--- src/rtl/pipe_stage_skid_reg.sv ---
// pipe_stage_skid_reg: pipeline stage register with 2-entry skid buffer, valid/ready on both sides,
// hard/soft stall and flush that is deferred while hard-stalled.
module pipe_stage_skid_reg #(
  parameter int PC_W = 32,
  parameter int DATA_W = 32,
  parameter int NUM_FLUSH = 3,
  parameter logic [PC_W-1:0] RST_PC = PC_W'(32'h1c00_0000)
) (
  input  logic                 clk,
  input  logic                 rst_n,
  input  logic                 stall_hard,
  input  logic                 stall_soft,
  input  logic [NUM_FLUSH-1:0] flush,
  input  logic                 in_valid,
  output logic                 in_ready,
  input  logic [PC_W-1:0]      in_pc,
  input  logic [DATA_W-1:0]    in_data,
  output logic                 out_valid,
  input  logic                 out_ready,
  output logic [PC_W-1:0]      out_pc,
  output logic [DATA_W-1:0]    out_data,
  output logic [1:0]           occupancy
);
  logic              main_v_q, main_v_d, skid_v_q, skid_v_d, flush_pend_q, flush_pend_d;
  logic [PC_W-1:0]   main_pc_q, main_pc_d, skid_pc_q, skid_pc_d;
  logic [DATA_W-1:0] main_data_q, main_data_d, skid_data_q, skid_data_d;
  logic              any_flush, hold, in_fire, out_fire;
  always_comb begin
    any_flush    = (|flush) | flush_pend_q;
    hold         = stall_hard | (stall_soft & ~any_flush);
    in_ready     = rst_n & ~skid_v_q & ~hold & ~any_flush;
    in_fire      = in_valid & in_ready;
    out_fire     = main_v_q & out_ready & ~hold;
    main_v_d     = main_v_q;
    main_pc_d    = main_pc_q;
    main_data_d  = main_data_q;
    skid_v_d     = skid_v_q;
    skid_pc_d    = skid_pc_q;
    skid_data_d  = skid_data_q;
    flush_pend_d = flush_pend_q;
    // a hard stall only records the flush; it takes effect on the first unstalled cycle
    if (stall_hard) begin
      flush_pend_d = any_flush;
    end else if (any_flush) begin
      main_v_d     = 1'b0;
      skid_v_d     = 1'b0;
      flush_pend_d = 1'b0;
    end else if (!hold) begin
      if (!main_v_q || out_fire) begin
        main_v_d    = skid_v_q | in_fire;
        main_pc_d   = skid_v_q ? skid_pc_q : in_pc;
        main_data_d = skid_v_q ? skid_data_q : in_data;
        skid_v_d    = 1'b0;
      end else if (in_fire) begin
        skid_v_d    = 1'b1;
        skid_pc_d   = in_pc;
        skid_data_d = in_data;
      end
    end
  end
  always_ff @(posedge clk or negedge rst_n) begin
    if (!rst_n) begin
      main_v_q     <= 1'b0;
      main_pc_q    <= RST_PC;
      main_data_q  <= '0;
      skid_v_q     <= 1'b0;
      skid_pc_q    <= RST_PC;
      skid_data_q  <= '0;
      flush_pend_q <= 1'b0;
    end else begin
      main_v_q     <= main_v_d;
      main_pc_q    <= main_pc_d;
      main_data_q  <= main_data_d;
      skid_v_q     <= skid_v_d;
      skid_pc_q    <= skid_pc_d;
      skid_data_q  <= skid_data_d;
      flush_pend_q <= flush_pend_d;
    end
  end
  assign out_valid = main_v_q;
  assign out_pc    = main_v_q ? main_pc_q : RST_PC;
  assign out_data  = main_v_q ? main_data_q : '0;
  assign occupancy = 2'(main_v_q) + 2'(skid_v_q);
endmodule

--- config.mk ---
export PLATFORM = sky130hd
export DESIGN_NAME = pipe_stage_skid_reg
export DESIGN_NICKNAME = d
export VERILOG_FILES = /design/src/rtl/pipe_stage_skid_reg.sv
export SDC_FILE = /design/constraint.sdc
export NUM_CORES = 1
export LEC_CHECK = 0
export ABC_AREA = 1
export BUFFER_PORTS_ARGS = -buffer_cell sky130_fd_sc_hd__buf_2
export CAP_MARGIN = 20
export CELL_PAD_IN_SITES_DETAIL_PLACEMENT = 0
export CELL_PAD_IN_SITES_GLOBAL_PLACEMENT = 1
export CORE_ASPECT_RATIO = 2
export CORE_MARGIN = 4
export CORE_UTILIZATION = 43
export DETAILED_ROUTE_END_ITERATION = 6
export PLACE_DENSITY_LB_ADDON = 0.1
export SYNTH_ARGS = -nofsm -noshare
export SYNTH_HDL_FRONTEND = slang
export SYNTH_SLANG_ARGS = --single-unit
--- constraint.sdc ---
create_clock -name clk -period 2.59 [get_ports clk]
set_clock_uncertainty 0.15 [all_clocks]
set_input_delay 0.259 -clock clk [delete_from_list [all_inputs] [get_ports clk]]
set_output_delay 0.259 -clock clk [all_outputs]
set_load 0.02 [all_outputs]
==> reports/results.ini, run 1 <==
[outcome]
status=finished, final reports clean

[power]
total_leakage_power_nw=4.70
p_per_area_nw_per_um2=641
vdd_drop_max_v=0.000502
fin_total_pwr_mw=5.34

[sta]
min_period_over_period_pct=81.2
slew-limit-headroom_pct=50.5
max_freq_mhz=476
fin_crit_ns=2.10
setup_viol=0
final_max_slew_viol_count=0
holdWs_ns=0.0245
rsz0062_at_grt=no
fin_tns_setup_ns=0
worstMarginPinSlew_ns=0.743
finalHoldViolations=0

[global_route]
grt_start_max_net_pins=132
grt_pass1_vias=5444
track_usage_pct=20.5
antenna_found_initial=0
gr-total-overflow=0
grt_first_pass_wirelength_mm=27.0

[place]
place_hpwl_mm=10.1
io_buffers=140
globalplace.congestion=0.749

[synthesis]
synthXorXnorAreaFrac_pct=0
synth-compound-area-share_pct=5.30
yosysWarnings=0
syn_area_um2=6280
syn_nets=794
yosys.area_share.adder_pct=0.199
ys_ff_latch=131
synth_top_family_by_area=simple AND/OR/NAND/NOR gates
ys_seq_area_share_pct=52.3
synth_cell_types=22
synthCells=720
synth_mux_area_share_pct=10.2
synth_area_per_cell_um2=8.73
synth-simple-area-share_pct=22.2

[floorplanning]
ios=141
die_h_um=179
die_w_um=93.5
core_area_um2=14400
start_util_pct=43.8
dieArea_um2=16700
rows=62

[clocking]
cts_buffer_depth=2
path_clk_slew_ns=0.06
cts_setup_buffers=0
cts-resized-gates=0
insertion_delay_ns=0.41
clock-sinks=131
root_buffer=clkbuf_16
cts_hold_buf=67
cts_buffers=17
ctsHtreeMaxLevel=4
cts_tree=yes

[job]
drv_cap=0

[critical_path]
cp_max_fo=42
cp_slowest_cell=buf_4
endpoint_kind=output pin
crit_path_start_kind=register
required_ns=2.18
crit_arrival_ns=1.69
worstPathCellList=buf_4 > ha_1 > buf_2
cpPeakStageDelay_ns=0.43
criticalPathCategory=register to output pin

[route]
drtIter0Drc=290
routedWlPerCell_um=14.6
routed_wl_mm=16.3
first_pass_iters=6
vias=5359
drc=0
ant_nets=0
via_per_inst=4.80

[cells_and_area]
syn_to_final_growth_pct=32.8
finalNetCount=985
antennaDiodeCount=0
drive_above_1_share_pct=21.9

[min_path]
hp-class=input port to register

worst max-delay path: cells and delay by family, from the launching register on:
family                     cells  cell delay (ns)
adders and majority gates      1             0.32
buffers and inverters          2             0.59
DFF                            1             0.37
state kept, by name (all words and copies together) (netlist names):
| signal | cells |
|---|---|
| flush_pend_q | 1 |
| main_data_q | 32 |
| main_pc_q | 32 |
| out_valid | 1 |
| skid_data_q | 32 |
| skid_pc_q | 32 |
| skid_v_q | 1 |
cells in the mapped netlist:
cell	n	area, µm²
o21ai_0	64	320
mux2i_1	64	641
nor3_2	1	10.0
nand2_1	264	991
inv_2	1	3.75
nand2_2	1	6.26
nand3_1	66	330
or2_2	3	18.8
ha_1	1	12.5
dfstp_2	6	158
nor2_4	2	22.5
o31ai_1	1	7.51
nand4_2	1	12.5
buf_4	15	113
buf_1	4	15.0
clkbuf_1	4	15.0
buf_2	12	60.1
dfrtp_1	125	3130
nor2_1	1	3.75
a21oi_1	1	5.00
inv_1	70	263
buf_6	13	146
worst paths after layout:
path,startpoint,endpoint,slack (ns),cells after the start
max,out_valid,occupancy[0],0.49,3
min,out_ready,skid_v_q,0.02,4
max reg2reg,flush_pend_q,skid_data_q[4],0.72,6
min reg2reg,skid_pc_q[28],skid_pc_q[28],0.31,2
max in group asynchronous,rst_n,main_data_q[4],1.35,3
min in group asynchronous,rst_n,main_data_q[14],0.37,3
metrics by stage:
step | setup slack [ns] | std cells | util, % | cell area [µm²]
5_1_grt | 0.410 | 1116 | 58.1 | 8340
6_report | 0.488 | 1116 | 58.1 | 8340
4_1_cts | 0.460 | 1116 | 58.1 | 8340
3_3_place_gp | 0.776 | 1017 | 49.0 | 7030
3_5_place_dp | 0.751 | 1017 | 49.0 | 7030
2_1_floorplan | 0.941 | 720 | - | 6280
report_power, final:
part | leakage, nW | internal (mW) | switching, mW
Sequential | 1.74 | 2.25 | 0.108
Clock | 0.303 | 1.66 | 0.900
Combinational | 2.65 | 0.212 | 0.203
Total | 4.70 | 4.13 | 1.21
metal layers:
metal | routed length (µm) | vias to the layer above | GRT usage [%]
li1 | - | 2649 | -
met1 | 6780 | 2539 | 25.1
met2 | 8550 | 149 | 35.7
met3 | 680 | 22 | 3.95
met4 | 318 | 0 | 7.09
met5 | 0 | - | 0
placed cells by master, fill, tap and decap left out, types with 2 or more instances in the layout:
cell type	synthesis	final
nand3_1	66	66
dlygate4sd3_1	0	67
buf_4	15	10
clkinv_2	0	2
o21ai_0	64	64
buf_2	12	139
inv_1	70	70
bufinv_16	0	4
nor2_4	2	2
mux2i_1	64	64
dfstp_2	6	6
dfrtp_1	125	123
or2_2	3	3
clkbuf_8	0	2
clkinvlp_4	0	3
nand2_1	264	263
clkbuf_16	0	17
buf_12	0	3
clkinv_4	0	2
layout make-up:
| class | instances | area [µm²] |
|---|---|---|
| clock inverters | 12 | 179 |
| clock buffers | 20 | 457 |
| flip-flops and latches | 131 | 3290 |
| repair buffers | 220 | 1510 |
| fillers | 1375 | 6010 |
| multi-input cells | 470 | 2390 |
| well taps | 192 | 240 |
| inverters | 71 | 267 |
cells by family after synthesis:
family / after synthesis
adder cells (fa/ha/maj): 1
AO/OA/AOI/OAI: 66
AND/OR/NAND/NOR: 339
buffers and inverters: 119
flip-flops: 131
multiplexers: 64
(Power assumes the default switching activity.)
==> run 2: changes to the inputs <==
ABC_AREA = 0   (was 1)
CORE_UTILIZATION = 39   (was 43)
clock period = 1.7 ns   (was 2.59 ns; I/O delays follow)
==> reports/results.ini, run 2 <==
[outcome]
status=complete, but fails checks
failed_checks=negative setup slack

[min_path]
hp-class=input port to register
min_from=flush[0]
min_to=out_valid
hold_depth=5  ; +1

[cells_and_area]
drive_above_1_share_pct=60.6  ; +39 points
fin_area_um2=10500  ; +26%
antennaDiodeCount=0  ; unchanged
layout_common_cells=dfrtp_1, buf_6, buf_2
syn_to_final_growth_pct=69.1
finalNetCount=842  ; -15%
final_common_cell=dfrtp_1
fin_cells=982  ; -12%

[route]
ant_nets=0  ; unchanged
drtIter0Drc=150  ; -48%
first_pass_iters=4  ; -2
via_per_inst=5.01  ; +4.3%
drc=0  ; unchanged
vias=4920  ; -8.2%
routedWlPerCell_um=20.0  ; +37%
routed_wl_mm=19.7  ; +20%

[sta]
fin_crit_ns=2.19
final_max_slew_viol_count=0  ; unchanged
worstMarginPinSlew_ns=0.575  ; -0.167 ns
min_period_over_period_pct=129
setup_viol=193  ; +193
slew-limit-headroom_pct=61.6  ; +11 points
rsz0062_at_grt=yes
max_freq_mhz=457
setup_slack_ns=-0.490  ; -0.978 ns
finalHoldViolations=0  ; unchanged

[critical_path]
crit_path_start_kind=register
endpoint_kind=register
required_ns=1.84  ; -0.34 ns
cp_max_fo=16  ; -62%
criticalPathCategory=register to register
r2r-start=flush_pend_q
crit_arrival_ns=2.33  ; +0.64 ns
reg2reg_depth=6  ; unchanged
reg2reg_to=skid_data_q[3]
reg2reg_slack_ns=-0.49  ; -1.21 ns

[floorplanning]
ios=141  ; unchanged
rows=65  ; +4.8%
die_h_um=187  ; +4.2%
start_util_pct=39.6  ; -4.2 points
dieArea_um2=18100  ; +8.5%
die_w_um=97.3  ; +4.1%
core_area_um2=15700  ; +9.4%

[synthesis]
ys_ff_latch=131  ; unchanged
synthTopCellsByArea=dfrtp_1, mux2_4, mux2i_1, and2_1, a21oi_1
synth_edf_count=0  ; unchanged
synth_cell_types=24  ; +9.1%
syn_area_um2=6210  ; -1.1%
synth_top_area_cell=dfrtp_1
synth-main-ff-cell=dfrtp_1
yosys.area.top_type_share_pct=50.3  ; +0.54 points
synthCells=504  ; -30%
synth_area_per_cell_um2=12.3  ; +41%
yosys-top-cells-count=dfrtp_1, a21oi_1, mux2i_1, nor2_1, and2_1
ys_seq_area_share_pct=52.9  ; +0.57 points
yosysWarnings=0  ; unchanged
synth-async-reset-ratio_pct=100  ; unchanged
synthMostInstantiatedCell=dfrtp_1
syn_nets=578  ; -27%

[place]
place_hpwl_mm=9.24  ; -8.6%
dpl_cell_area_um2=7190  ; +2.3%
io_buffers=140  ; unchanged
dp_cells=831  ; -18%
globalplace.congestion=0.765  ; +2.1%

[global_route]
grt_pass1_vias=5196  ; -4.6%
grt_first_pass_wirelength_mm=28.7  ; +6.2%
antenna_found_initial=0  ; unchanged
grt_start_max_net_pins=100  ; -24%
gr-total-overflow=0  ; unchanged
track_usage_pct=20.2  ; -0.34 points

[power]
vdd_drop_max_v=0.000677  ; +35%
p_per_area_nw_per_um2=802  ; +25%
total_leakage_power_nw=4.84  ; +3.1%
fin_total_pwr_mw=8.42  ; +58%

[job]
drv_cap=0  ; unchanged

[clocking]
clock-sinks=131  ; unchanged
path_clk_slew_ns=0.05  ; about the same
cts_buffer_depth=2  ; unchanged
ctsHtreeMaxLevel=4  ; unchanged
insertion_delay_ns=0.42  ; about the same
cts_tree=yes
cts_buffers=17  ; unchanged
root_buffer=clkbuf_16

## run 2: cell types whose count changed in the layout (fill, tap and decap cells not counted), moves of 17 or more
cell	change
a21oi_2	+62
and2_4	+61
buf_12	+17
buf_2	-68
buf_6	+81
inv_1	-70
mux2_4	+60
nand2_1	-261
nand3_1	-66
nor2_1	+37
nor2_4	+17
o21ai_0	-63
## run 2: cell type report
cell class	count	area [µm²]
Timing Repair Buffer	280	3100
Sequential cell	131	3290
Tap cell	201	251
Clock inverter	5	50.0
Fill cell	1181	5190
Multi-Input combinational cell	338	3310
Clock buffer	27	513
## run 2: kinds of logic (layout without fill, tap and decap cells)
kind of cell / count (synthesis) / after routing / synth area share, %
multiplexers: 128 / 128 / 25.5
AO/OA/AOI/OAI: 70 / 70 / 5.70
buffers and inverters: 35 / 312 / 3.99
flip-flops: 131 / 131 / 52.9
adder cells (fa/ha/maj): 1 / 1 / 0.201
AND/OR/NAND/NOR: 139 / 139 / 11.7
## run 2: worst max-delay path by stage
stage                  from               to  slack (ns)
4_1_cts        flush_pend_q   skid_data_q[7]       -0.50
5_1_grt        flush_pend_q  skid_data_q[27]       -0.53
6_report       flush_pend_q   skid_data_q[3]       -0.49
2_1_floorplan  flush_pend_q   skid_data_q[0]       -0.57
3_5_place_dp       flush[1]   skid_data_q[6]       -0.58
3_3_place_gp       flush[1]    skid_pc_q[14]       -0.52
## run 2: through the flow
step                      worst slack [ns]  utilization [%]  TNS, ns  hold slack [ns]
after floorplan                     -0.569                -   -44.37           -0.276
after global placement              -0.522             45.8   -56.70           0.0900
after detailed placement            -0.575             45.8   -60.32           0.0959
after CTS                           -0.502             61.8   -64.16         0.000947
after global routing                -0.531             67.0   -69.22           0.0291
final                               -0.490             67.0   -59.95           0.0244
## run 2: repair_timing
item | CTS | global route
hold buffers | 66 | 0
gates resized for setup | 214 | 167
setup buffers | 24 | 13
hold endpoints to repair | 162 | 0
endpoints found under the setup margin | 196 | 198
gates cloned | 14 | 12
pin swaps | 2 | 2
## run 2: worst max-delay path, stage by stage, from the launching register on
cell and delay, ns:
dfrtp_1 0.38, or4_4 0.46, nor4_4 0.19, nand4b_1 0.20, buf_6 0.20, buf_16 0.17, mux2_4 0.31
## run 2: power by group
part	total, mW	switching (mW)	internal [mW]
clock network	3.52	1.32	2.20
logic	1.10	0.496	0.604
registers	3.80	0.289	3.51
total	8.42	2.11	6.32
## run 2: per-layer routing
metal / routed length [µm] / track usage [%] / vias to the layer above
li1: - / - / 2268
met1: 8210 / 25.5 / 2522
met2: 10500 / 34.5 / 118
met3: 674 / 4.04 / 12
met4: 224 / 6.67 / 0
met5: 0 / 0 / -
